<file path="src/rtl/lbist_pkg.sv">
// lbist_pkg
//   Shared definitions for the LBIST pattern-application slice.
//   - lbist_state_e      : scan controller FSM state encoding
//   - LFSR_W             : width of the pattern LFSR state (65)
//   - DEFAULT_CHAIN_LEN  : default shift cycles per pattern load
//   - DEFAULT_N_PATTERNS : default patterns per session
package lbist_pkg;

   localparam int LFSR_W             = 65;
   localparam int DEFAULT_CHAIN_LEN  = 64;
   localparam int DEFAULT_N_PATTERNS = 1024;

   typedef enum logic [2:0] {
      ST_IDLE    = 3'd0,
      ST_SHIFT   = 3'd1,
      ST_CAPTURE = 3'd2,
      ST_FLUSH   = 3'd3,
      ST_DONE    = 3'd4
   } lbist_state_e;

endpackage

</file>
<file path="src/rtl/lbist_phase_shifter.sv">
// lbist_phase_shifter
//   Purely combinational XOR phase shifter. Each scan chain receives the
//   XOR of two LFSR taps PS_OFFSET apart (modulo the LFSR width), which
//   decorrelates neighbouring chains fed from adjacent LFSR stages.
// Ports:
//   lfsr_q  in  LFSR_W   : current LFSR state
//   scan_in out N_CHAINS : serial data for each scan chain
module lbist_phase_shifter
   import lbist_pkg::*;
#(
   parameter int N_CHAINS  = 8,
   parameter int PS_OFFSET = 17
) (
   input  logic [LFSR_W-1:0]   lfsr_q,
   output logic [N_CHAINS-1:0] scan_in
);

   for (genvar i = 0; i < N_CHAINS; i++) begin : g_chain
      localparam int TAP = (i + PS_OFFSET) % LFSR_W;
      assign scan_in[i] = lfsr_q[i] ^ lfsr_q[TAP];
   end

   // With few chains not every LFSR stage feeds a tap; fold the whole
   // vector into a sink so the unused stages are intentional.
   logic unused_lfsr_bits;
   assign unused_lfsr_bits = ^lfsr_q;

endmodule

</file>
<file path="src/rtl/lbist_scan_ctrl.sv">
// lbist_scan_ctrl
//   LBIST pattern-application controller. Sequences SHIFT / CAPTURE / FLUSH
//   for N_PATTERNS patterns, gates the LFSR advance and the MISR, and
//   reports busy/done to the test host.
// Handshake: start is a level request sampled only in IDLE and DONE; a
//   session runs to completion once started (start deassertion mid-run is
//   ignored), and DONE is held until start is seen low. abort is sampled
//   only while a session is active and returns the FSM to IDLE.
// Ports:
//   clk, reset   : clock, asynchronous active-high reset
//   start, abort : session request level, synchronous abort
//   lfsr_q       : LFSR state feeding the phase shifter
//   lfsr_en      : advance the LFSR this cycle
//   scan_en      : scan shift mode
//   scan_in      : per-chain serial inputs (combinational from lfsr_q)
//   capture      : one-cycle capture strobe
//   misr_en      : compact scan-out this cycle
//   busy, done   : session status
//   pattern_cnt  : patterns captured so far
//   dbg_state    : registered FSM state, for observation only
module lbist_scan_ctrl
   import lbist_pkg::*;
#(
   parameter int N_CHAINS   = 8,
   parameter int CHAIN_LEN  = DEFAULT_CHAIN_LEN,
   parameter int N_PATTERNS = DEFAULT_N_PATTERNS,
   parameter int PS_OFFSET  = 17
) (
   input  logic                              clk,
   input  logic                              reset,
   input  logic                              start,
   input  logic                              abort,
   input  logic [LFSR_W-1:0]                 lfsr_q,
   output logic                              lfsr_en,
   output logic                              scan_en,
   output logic [N_CHAINS-1:0]               scan_in,
   output logic                              capture,
   output logic                              misr_en,
   output logic                              busy,
   output logic                              done,
   output logic [$clog2(N_PATTERNS+1)-1:0]   pattern_cnt,
   output lbist_state_e                      dbg_state
);

   localparam int SW = $clog2(CHAIN_LEN);
   localparam int PW = $clog2(N_PATTERNS + 1);

   localparam logic [SW-1:0] SHIFT_LAST = SW'(CHAIN_LEN - 1);
   localparam logic [PW-1:0] PAT_LAST   = PW'(N_PATTERNS);

   lbist_state_e  state_q, state_d;
   logic [SW-1:0] shift_cnt_q, shift_cnt_d;
   logic [PW-1:0] pattern_cnt_q, pattern_cnt_d;
   logic [PW-1:0] pattern_inc;

   lbist_phase_shifter #(
      .N_CHAINS  (N_CHAINS),
      .PS_OFFSET (PS_OFFSET)
   ) u_phase_shifter (
      .lfsr_q  (lfsr_q),
      .scan_in (scan_in)
   );

   always_ff @(posedge clk or posedge reset) begin
      if (reset) begin
         state_q       <= ST_IDLE;
         shift_cnt_q   <= '0;
         pattern_cnt_q <= '0;
      end else begin
         state_q       <= state_d;
         shift_cnt_q   <= shift_cnt_d;
         pattern_cnt_q <= pattern_cnt_d;
      end
   end

   assign pattern_inc = pattern_cnt_q + PW'(1);

   // Next state, counters and control outputs. Outputs depend only on
   // registered state/counters so start and abort never reach them
   // combinationally.
   always_comb begin
      state_d       = state_q;
      shift_cnt_d   = shift_cnt_q;
      pattern_cnt_d = pattern_cnt_q;
      lfsr_en       = 1'b0;
      scan_en       = 1'b0;
      capture       = 1'b0;
      misr_en       = 1'b0;
      busy          = 1'b0;
      done          = 1'b0;

      case (state_q)
         ST_IDLE: begin
            if (start) begin
               state_d     = ST_SHIFT;
               shift_cnt_d = '0;
            end
         end

         ST_SHIFT: begin
            scan_en = 1'b1;
            lfsr_en = 1'b1;
            busy    = 1'b1;
            // The first load has no previous response to unload.
            misr_en = (pattern_cnt_q != '0);
            if (abort) begin
               state_d       = ST_IDLE;
               shift_cnt_d   = '0;
               pattern_cnt_d = '0;
            end else if (shift_cnt_q == SHIFT_LAST) begin
               state_d     = ST_CAPTURE;
               shift_cnt_d = '0;
            end else begin
               shift_cnt_d = shift_cnt_q + SW'(1);
            end
         end

         ST_CAPTURE: begin
            capture = 1'b1;
            busy    = 1'b1;
            // abort beats the CAPTURE->FLUSH/SHIFT decision.
            if (abort) begin
               state_d       = ST_IDLE;
               shift_cnt_d   = '0;
               pattern_cnt_d = '0;
            end else begin
               pattern_cnt_d = pattern_inc;
               state_d       = (pattern_inc == PAT_LAST) ? ST_FLUSH : ST_SHIFT;
            end
         end

         ST_FLUSH: begin
            scan_en = 1'b1;
            misr_en = 1'b1;
            busy    = 1'b1;
            if (abort) begin
               state_d       = ST_IDLE;
               shift_cnt_d   = '0;
               pattern_cnt_d = '0;
            end else if (shift_cnt_q == SHIFT_LAST) begin
               state_d     = ST_DONE;
               shift_cnt_d = '0;
            end else begin
               shift_cnt_d = shift_cnt_q + SW'(1);
            end
         end

         ST_DONE: begin
            done = 1'b1;
            // No automatic re-run: start must be seen low before the
            // next session can be requested.
            if (!start) begin
               state_d       = ST_IDLE;
               pattern_cnt_d = '0;
            end
         end

         default: begin
            state_d       = ST_IDLE;
            shift_cnt_d   = '0;
            pattern_cnt_d = '0;
         end
      endcase
   end

   assign pattern_cnt = pattern_cnt_q;
   assign dbg_state   = state_q;

endmodule

</file>
<file path="config.mk">
export PLATFORM = sky130hd
export DESIGN_NAME = lbist_scan_ctrl
export DESIGN_NICKNAME = d
export VERILOG_FILES = /design/src/rtl/lbist_pkg.sv /design/src/rtl/lbist_phase_shifter.sv /design/src/rtl/lbist_scan_ctrl.sv
export SDC_FILE = /design/constraint.sdc
export NUM_CORES = 1
export LEC_CHECK = 0
export BUFFER_PORTS_ARGS = -buffer_cell sky130_fd_sc_hd__buf_2
export CAP_MARGIN = 20
export CORE_MARGIN = 4
export CORE_UTILIZATION = 44
export CTS_CLUSTER_DIAMETER = 60
export DETAILED_ROUTE_END_ITERATION = 6
export MAX_ROUTING_LAYER = met4
export PLACE_DENSITY_LB_ADDON = 0.3
export SLEW_MARGIN = 20
export SYNTH_ARGS = -nofsm -noshare
export SYNTH_HDL_FRONTEND = slang
export SYNTH_SLANG_ARGS = --single-unit
</file>
<file path="constraint.sdc">
create_clock -name clk -period 2.5 [get_ports clk]
set_input_delay 0.25 -clock clk [delete_from_list [all_inputs] [get_ports clk]]
set_output_delay 0.25 -clock clk [all_outputs]
set_load 0.005 [all_outputs]
</file>
**Word level (Yosys, flattened, before mapping)**

Index checks and enable logic that the tools add are counted.

- $add $sub $neg: 2
- Equal/unequal tests: 12
- Mux-type cells: 24
- Bitwise gates (word level): 10
- Reductions and logical operators: 7

Operators by type and width:

| kind | count |
|---|---|
| $pmux 11 s4 | 1 |
| $mux 11 | 3 |
| $mux 6 | 4 |
| $pmux 6 s4 | 1 |
| $mux 3 | 6 |
| $pmux 3 s5 | 1 |
| $add 11x1->11 const B | 1 |
| $eq 11x11->1 const B | 1 |
| $reduce_bool 11->1 | 1 |
| $xor 1x1->1 | 8 |
| $add 6x1->6 const B | 1 |
| $eq 3x2->1 const B | 2 |
| $eq 6x6->1 const B | 1 |
| $ne 2x2->1 const B | 3 |
| $ne 3x3->1 const B | 2 |
| $reduce_and 3->1 | 2 |
| $mux 1 | 5 |
| $mux 2 | 2 |
| $reduce_and 4->1 | 1 |
| $eq 3x1->1 const B | 1 |
| $eq 3x3->1 const B | 1 |
| $logic_not 3->1 | 1 |
| $reduce_or 3->1 | 1 |
| $ne 2x1->1 const B | 1 |
| 3 further kinds | 4 |

- Bits in registers: 20
- Output and inout port bits: 28

**Logic depth before layout (Yosys ltp)**

Gate-level depths: netlist of run 1.

- Word-level depth: 5
- Gate-level depth with buffers: 7
- Gate-level depth less buffers: 6

**Hierarchy**

From an unflattened synthesis of run 1, not the netlist that was laid out.

- Cell total of the unflattened synthesis: 166
- Area, all modules: 1448.9 µm²

By module, submodules not included:

| module | instances | cells an instance | area an instance (µm²) | sequential area each (µm²) |
|---|---|---|---|---|
| lbist_scan_ctrl | 1 | 158 | 1378.8 | 500.5 |
| lbist_phase_shifter | 1 | 8 | 70.1 | 0.0 |

**Worst setup path before layout of run 1**

No wires, ideal clock.

- Kind: register to register
- Start: register pattern_cnt_q[0], in the netlist pattern_cnt[0]
- End: register pattern_cnt_q[10], in the netlist pattern_cnt[10]
- Library setup time: 0.125 ns
- Data arrival time: 1.539 ns
- Path slack: 0.836 ns
- Stages on the path, launching flop included: 7
- Period minus slack after synthesis: 1.664 ns
- Cells stage by stage: dfrtp_1 -> ha_1 -> nand2_1 -> nor3_1 -> a31oi_1 -> o21ai_0 -> o21ai_1

- Word-level cells in the longest chain between the ends: 3

RTL lines:

| item | line | source |
|---|---|---|
| start: declaration | lbist_scan_ctrl.sv:53 | `logic [PW-1:0] pattern_cnt_q, pattern_cnt_d;` |
| start signal: assignment | lbist_scan_ctrl.sv:72 | `pattern_cnt_q <= pattern_cnt_d;` |
| $add 11x1->11 | lbist_scan_ctrl.sv:76 | `assign pattern_inc = pattern_cnt_q + PW'(1);` |
| $mux 11 | lbist_scan_ctrl.sv:122 | `if (abort) begin` |
| $pmux 11 s4 | lbist_scan_ctrl.sv:92 | `case (state_q)` |

No other way between the ends.
A chain may end at the register's enable or synchronous reset.

**Final worst setup path of run 1**

- Start: register pattern_cnt_q[0], in the netlist pattern_cnt[0]
- End: register pattern_cnt_q[8], in the netlist pattern_cnt[8]

The elaborated chain is that of the path after synthesis.

==> results of run 1 <==
## final cells by class
class                   instances  area (um^2)  share of cell area [%]
repair buffers                 49          250                    14.9
flip-flops and latches         20          500                    29.7
inverters                       7         26.3                    1.56
multi-input cells             126          828                    49.2
clock buffers                   3         22.5                    1.34
well taps                      44         55.1                    3.27
## layer usage
metal / track usage (%) / part of all wire (%)
met2: 29.2 / 48
met3: 2.46 / 5.3
met5: - / 0
met1: 23.0 / 46
met4: 5.01 / 1.0
## kinds of logic (layout without fill, tap and decap cells)
logic type | count (synthesis) | after routing | synth area share, %
flops | 20 | 20 | 36.0
compound gates | 44 | 44 | 19.4
xor+xnor | 14 | 14 | 8.83
fa+ha+maj | 4 | 4 | 3.60
mux | 1 | 1 | 0.721
simple gates | 63 | 63 | 27.1
buf+inv | 14 | 59 | 4.32
## power by group through the flow
stage	combinational, mW	sequential, mW	clock [mW]
3_5_place_dp	0.109	0.348	0
6_report	0.107	0.341	0.152
2_1_floorplan	0.0594	0.342	0
5_1_grt	0.124	0.344	0.173
4_1_cts	0.109	0.342	0.160
3_3_place_gp	0.107	0.347	0
## worst reg2reg max path, stage by stage, from the launching register on
cell	delay (ns)
dfrtp_1	0.54
ha_1	0.32
nand2_1	0.19
nor3_1	0.47
nor2_1	0.10
o21ai_0	0.17
o21ai_0	0.11
## registers in the layout, summed over array words and instances (netlist names)
| signal | cells |
|---|---|
| pattern_cnt | 11 |
| shift_cnt_q | 6 |
| dbg_state | 3 |
## worst min path at each step
stage | endpoint | cells past startpoint
2_1_floorplan | dbg_state[0] | 1
3_3_place_gp | pattern_cnt[2] | 2
3_5_place_dp | shift_cnt_q[0] | 2
4_1_cts | pattern_cnt[3] | 2
5_1_grt | shift_cnt_q[0] | 2
6_report | pattern_cnt[8] | 2
## Yosys cell counts (all sizes together), types with 2 or more instances
| cell type | count | share of area, % |
|---|---|---|
| nor2 | 14 | 3.8 |
| a31oi | 5 | 2.3 |
| nand3 | 5 | 3.6 |
| a22o | 4 | 2.5 |
| nor3 | 9 | 4.8 |
| buf | 4 | 1.6 |
| clkbuf | 3 | 0.81 |
| nand2b | 3 | 1.4 |
| xnor2 | 3 | 1.9 |
| nor3b | 2 | 1.4 |
| inv | 7 | 1.9 |
| and4bb | 2 | 1.8 |
| ha | 4 | 3.6 |
| o31ai | 2 | 1.4 |
| a21oi | 2 | 0.72 |
| dfrtp | 20 | 36 |
| nand4 | 4 | 1.8 |
| xor2 | 11 | 6.9 |
| o21ai | 27 | 9.7 |
| nand2 | 15 | 4.1 |
| and3 | 3 | 1.4 |
## metrics by stage
| step | total power, mW | hold WS [ns] |
|---|---|---|
| 3_3_place_gp | 0.454 | 0.442 |
| 4_1_cts | 0.611 | 0.108 |
| 3_5_place_dp | 0.457 | 0.439 |
| 2_1_floorplan | 0.401 | 0.214 |
| 6_report | 0.600 | 0.0732 |
| 5_1_grt | 0.640 | 0.173 |
## cells in the final DEF, fill, tap and decap left out, drive strengths merged, types with 2 or more instances in the layout
master and instances:
a31oi 5, nand3 5, nor3 9, xnor2 3, a21oi 2, a22o 4, xor2 11, nand4 4
and3 3, o21ai 27, ha 4, dfrtp 20, and4bb 2, nand2 15, nor2 14, o31ai 2
nand2b 3, nor3b 2, inv 7, buf 49, clkbuf 3
==> results.json, run 1 <==
{
  "tritoncts": "yes",
  "dr.pass1.iters": 4,
  "skew_ns": 0.0138,
  "async_reset_ff_share_pct": 100,
  "pin_count": 97,
  "crit_path_end": "pattern_cnt[8]",
  "internal_power_mw": 0.436,
  "critical_path.max_fanout": 8,
  "antenna_cells": 0,
  "clk_path_buf_depth": 2,
  "grt_util_all_layers_pct": 17.8,
  "finalCritPeriodShare_pct": 79.5,
  "power_density_nw_per_um2": 356,
  "drt_iter0_markers": 103,
  "cts_resized": 0,
  "vdd_drop_max_mv": 0.152,
  "critPathTopFamily": "simple AND/OR/NAND/NOR gates",
  "post-route-util_pct": 55.6,
  "syn_area_um2": 1390,
  "wl_per_cell_um": 13.1,
  "ys_types": 41,
  "r2r.worst_path.cells": 6,
  "required_ns": 2.68,
  "ant_nets": 0,
  "gp_congestion": 0.828,
  "drc": 0,
  "maxSlewViolCount": 0,
  "cts-hold-fix-buffers": 0,
  "p_leak_nw": 0.836,
  "synth-main-ff-cell": "dfrtp_1",
  "switching_power_mw": 0.164,
  "hold_viol_final": 0,
  "critPathBufInv": 0,
  "cts_made_buffers": 3,
  "post-place-cells": 246,
  "timing.rr.end": "pattern_cnt[8]",
  "max_freq_mhz": 503,
  "holdCritPathClass": "input port to async pin",
  "design_area_um2": 1680,
  "yosysWarningCount": 0,
  "vias_per_cell": 5.44,
  "slowest_stage": "dfrtp_1",
  "worst_setup_path_end_kind": "register",
  "synthCells": 160,
  "rows": 20,
  "cts.sink_count": 20,
  "fin_cells": 249,
  "grt_pass1_wl_um": 5840,
  "r2r_slack_ns": 0.51,
  "fin_nets": 280,
  "status": "finished, final reports clean",
  "grt_max_degree": 21,
  "crit_type": "register to register",
  "placed_cell_area_um2": 1660,
  "die_h_um": 64.2,
  "worstSetupStartpoint": "pattern_cnt[0]",
  "post-place-ws_ns": 0.564,
  "io_buffer_count": 47,
  "hpwlAfterDp_um": 2480,
  "clkTransAtPathRegs_ns": 0.12,
  "cp_common_cell": "o21ai_0",
  "synth_nets": 233,
  "antenna_found_initial": 0,
  "synth-edff-count": 0,
  "crit_chain": "ha_1 -> nand2_1 -> nor3_1 -> nor2_1 -> o21ai_0 -> o21ai_0",
  "max_slew.worst_pin.slew_ns": 0.768,
  "seq_power_share_pct": 56.9,
  "fin_setup_tns_ns": 0,
  "combPwrFrac_pct": 17.8,
  "num-fill-cells": 274,
  "swShare_pct": 27.3,
  "critPathArrivalTime_ns": 2.17,
  "num_vias": 1354,
  "syn_avg_cell_area_um2": 8.68,
  "maxCapViolCount": 0,
  "core_area_um2": 3030,
  "wirelength_um": 3270,
  "cts-root-buf": "clkbuf_4",
  "grt_pass1_vias": 1359,
  "final-setup-viol-count": 0,
  "postCtsSetupBuffers": 0,
  "finalCriticalPeriod_ns": 1.99,
  "relSlewSlack_pct": 48.7,
  "p_clk_share_pct": 25.3,
  "worstReg2RegStart": "pattern_cnt[0]",
  "h-tree-depth": 1,
  "startpoint_type": "register",
  "synth_seq_area_share_pct": 36.0,
  "ys_ff_latch": 20,
  "dieArea_um2": 4120,
  "syn2layout_area_growth_pct": 21.2,
  "critical_path_depth": 6,
  "clk_latency_ns": 0.29,
  "rsz0062_at_grt": "false",
  "max_stage_delay_ns": 0.54,
  "start_util_pct": 45.9,
  "grt_overflow": 0,
  "timing.final.ws_setup_ns": 0.513,
  "die_w_um": 64.2,
  "drive_above_1_share_pct": 30.7
}
Note: power is estimated with default switching activity, not from simulation.
==> inputs of run 2 (changes only) <==
--- a/config.mk
+++ b/config.mk
@@ -8,7 +8,7 @@
 export BUFFER_PORTS_ARGS = -buffer_cell sky130_fd_sc_hd__buf_2
 export CAP_MARGIN = 20
 export CORE_MARGIN = 4
-export CORE_UTILIZATION = 44
+export CORE_UTILIZATION = 41
 export CTS_CLUSTER_DIAMETER = 60
 export DETAILED_ROUTE_END_ITERATION = 6
 export MAX_ROUTING_LAYER = met4
==> constraint.sdc (replaced) <==
create_clock -name clk -period 1.9 [get_ports clk]
set_input_delay 0.19 -clock clk [delete_from_list [all_inputs] [get_ports clk]]
set_output_delay 0.19 -clock clk [all_outputs]
set_load 0.005 [all_outputs]
==> run 2 against run 1 <==
Sequential power grew 32%. Worst hold slack better by 0.072 ns. Clock power grew 72%. Largest cell class unchanged. Largest power group unchanged. Highest routed layer unchanged.
==> results.json, run 2 (same netlist as run 1, synthesis figures left out) <==
{
  "critPathTopFamily": "flip-flops",
  "grt_util_all_layers_pct": 17.6,
  "wl_per_cell_um": 12.9,
  "max_stage_delay_ns": 0.40,
  "ant_nets": 0,
  "crit_chain": "buf_4 -> inv_1 -> ha_1 -> nor4b_2 -> a31oi_1 -> buf_2",
  "status": "finished, final reports clean",
  "antenna_cells": 0,
  "clk_path_buf_depth": 2,
  "power_density_nw_per_um2": 487,
  "finalCritPeriodShare_pct": 92.7,
  "dr.pass1.iters": 4,
  "use_met2_pct": 27.4,
  "drive_above_1_share_pct": 33.8,
  "worstSetupStartpoint": "pattern_cnt[0]",
  "pin_count": 97,
  "critPathArrivalTime_ns": 1.57,
  "startpoint_type": "register",
  "drc": 0,
  "gr-usage-met3_pct": 2.21,
  "relSlewSlack_pct": 70.9,
  "die_w_um": 66.2,
  "gp_congestion": 0.848,
  "layout_common_cells": "buf_2, o21ai_0, dfrtp_1",
  "dieArea_um2": 4380,
  "cts-root-buf": "clkbuf_4",
  "slowest_stage": "dfrtp_1",
  "clkTransAtPathRegs_ns": 0.12,
  "fin_setup_tns_ns": 0,
  "hold_viol_final": 0,
  "num_vias": 1376,
  "vdd_drop_max_mv": 0.200,
  "postCtsSetupBuffers": 0,
  "start_util_pct": 44.0,
  "wirelength_um": 3320,
  "hold_slack_ns": 0.145,
  "required_ns": 1.71,
  "die_h_um": 66.2,
  "grt_pass1_vias": 1294,
  "syn2layout_area_growth_pct": 26.9,
  "worst_setup_path_end_kind": "output port",
  "holdCritPathClass": "input port to register",
  "rsz0062_at_grt": "false",
  "grt_overflow": 0,
  "critical_path.max_fanout": 7,
  "core_area_um2": 3150,
  "antenna_found_initial": 0,
  "cts_made_buffers": 3,
  "max_slew.worst_pin.slew_ns": 0.435,
  "min_from": "start",
  "io_buffer_count": 47,
  "drt_iter0_markers": 87,
  "cts.sink_count": 20,
  "final_common_cell": "buf_2",
  "largest_reg_flops": 11,
  "critPathBufInv": 3,
  "rows": 20,
  "fin_nets": 287,
  "grt.busiest_layer": "met2",
  "final-setup-viol-count": 0,
  "clk_latency_ns": 0.31,
  "maxSlewViolCount": 0,
  "p_leak_nw": 0.882,
  "grt_pass1_wl_um": 5930,
  "crit_type": "register to output port",
  "hpwlAfterDp_um": 2500,
  "worstReg2RegStart": "pattern_cnt[0]",
  "num-fill-cells": 321,
  "tritoncts": "yes",
  "vias_per_cell": 5.35,
  "maxCapViolCount": 0,
  "skew_ns": 0.00449,
  "grt_max_degree": 21,
  "grtUsageMet1_pct": 23.9,
  "h-tree-depth": 1,
  "finalCriticalPeriod_ns": 1.76,
  "max_freq_mhz": 568
}
## run 2: report_power, final
group	internal (mW)	switching (mW)	total [mW]
combinational	0.0705	0.0772	0.148
sequential	0.435	0.0146	0.450
clock	0.117	0.144	0.261
total	0.623	0.236	0.858
## run 2: timing repair
item | in CTS | in global routing
hold endpoints to repair | 20 | 0
endpoints found under the setup margin | 0 | 2
hold buffers | 1 | 0
resized for setup | 0 | 2
## run 2: final timing paths
path,endpoint,slack (ns),cells past startpoint
worst min-delay path,dbg_state[2],0.15,2
worst min register to register,shift_cnt_q[5],0.51,1
worst max register to register,dbg_state[1],0.22,6
min in group asynchronous,shift_cnt_q[3],0.42,4
max in group asynchronous,pattern_cnt[6],1.27,4
worst max-delay path,misr_en,0.14,6
## run 2: cell type report
cell class                 count  area [um^2]  area share [%]
sequential                    20          500            28.4
clock buffer                   4         36.3            2.06
tap                           44         55.1            3.12
timing repair buffer          56          305            17.3
multi-input combinational    126          840            47.6
inverter                       7         26.3            1.49
## run 2: metal layers
metal / share of wire (%) / vias to the layer above
li1: - / 683
met1: 45 / 643
met2: 48 / 45
met3: 5.7 / 5
met4: 1.2 / 0
met5: 0 / -
## run 2: metrics by stage
| step | power, mW | instance area [um^2] | std cells | setup slack (ns) | util [%] |
|---|---|---|---|---|---|
| after detailed placement | 0.607 | 1710 | 252 | 0.195 | 54.1 |
| after global routing | 0.913 | 1760 | 257 | 0.00383 | 55.9 |
| final | 0.858 | 1760 | 257 | 0.139 | 55.9 |
| after floorplan | 0.528 | 1390 | 160 | 0.236 | - |
| after global placement | 0.603 | 1710 | 252 | 0.244 | 54.1 |
| after CTS | 0.873 | 1750 | 257 | 0.0539 | 55.6 |
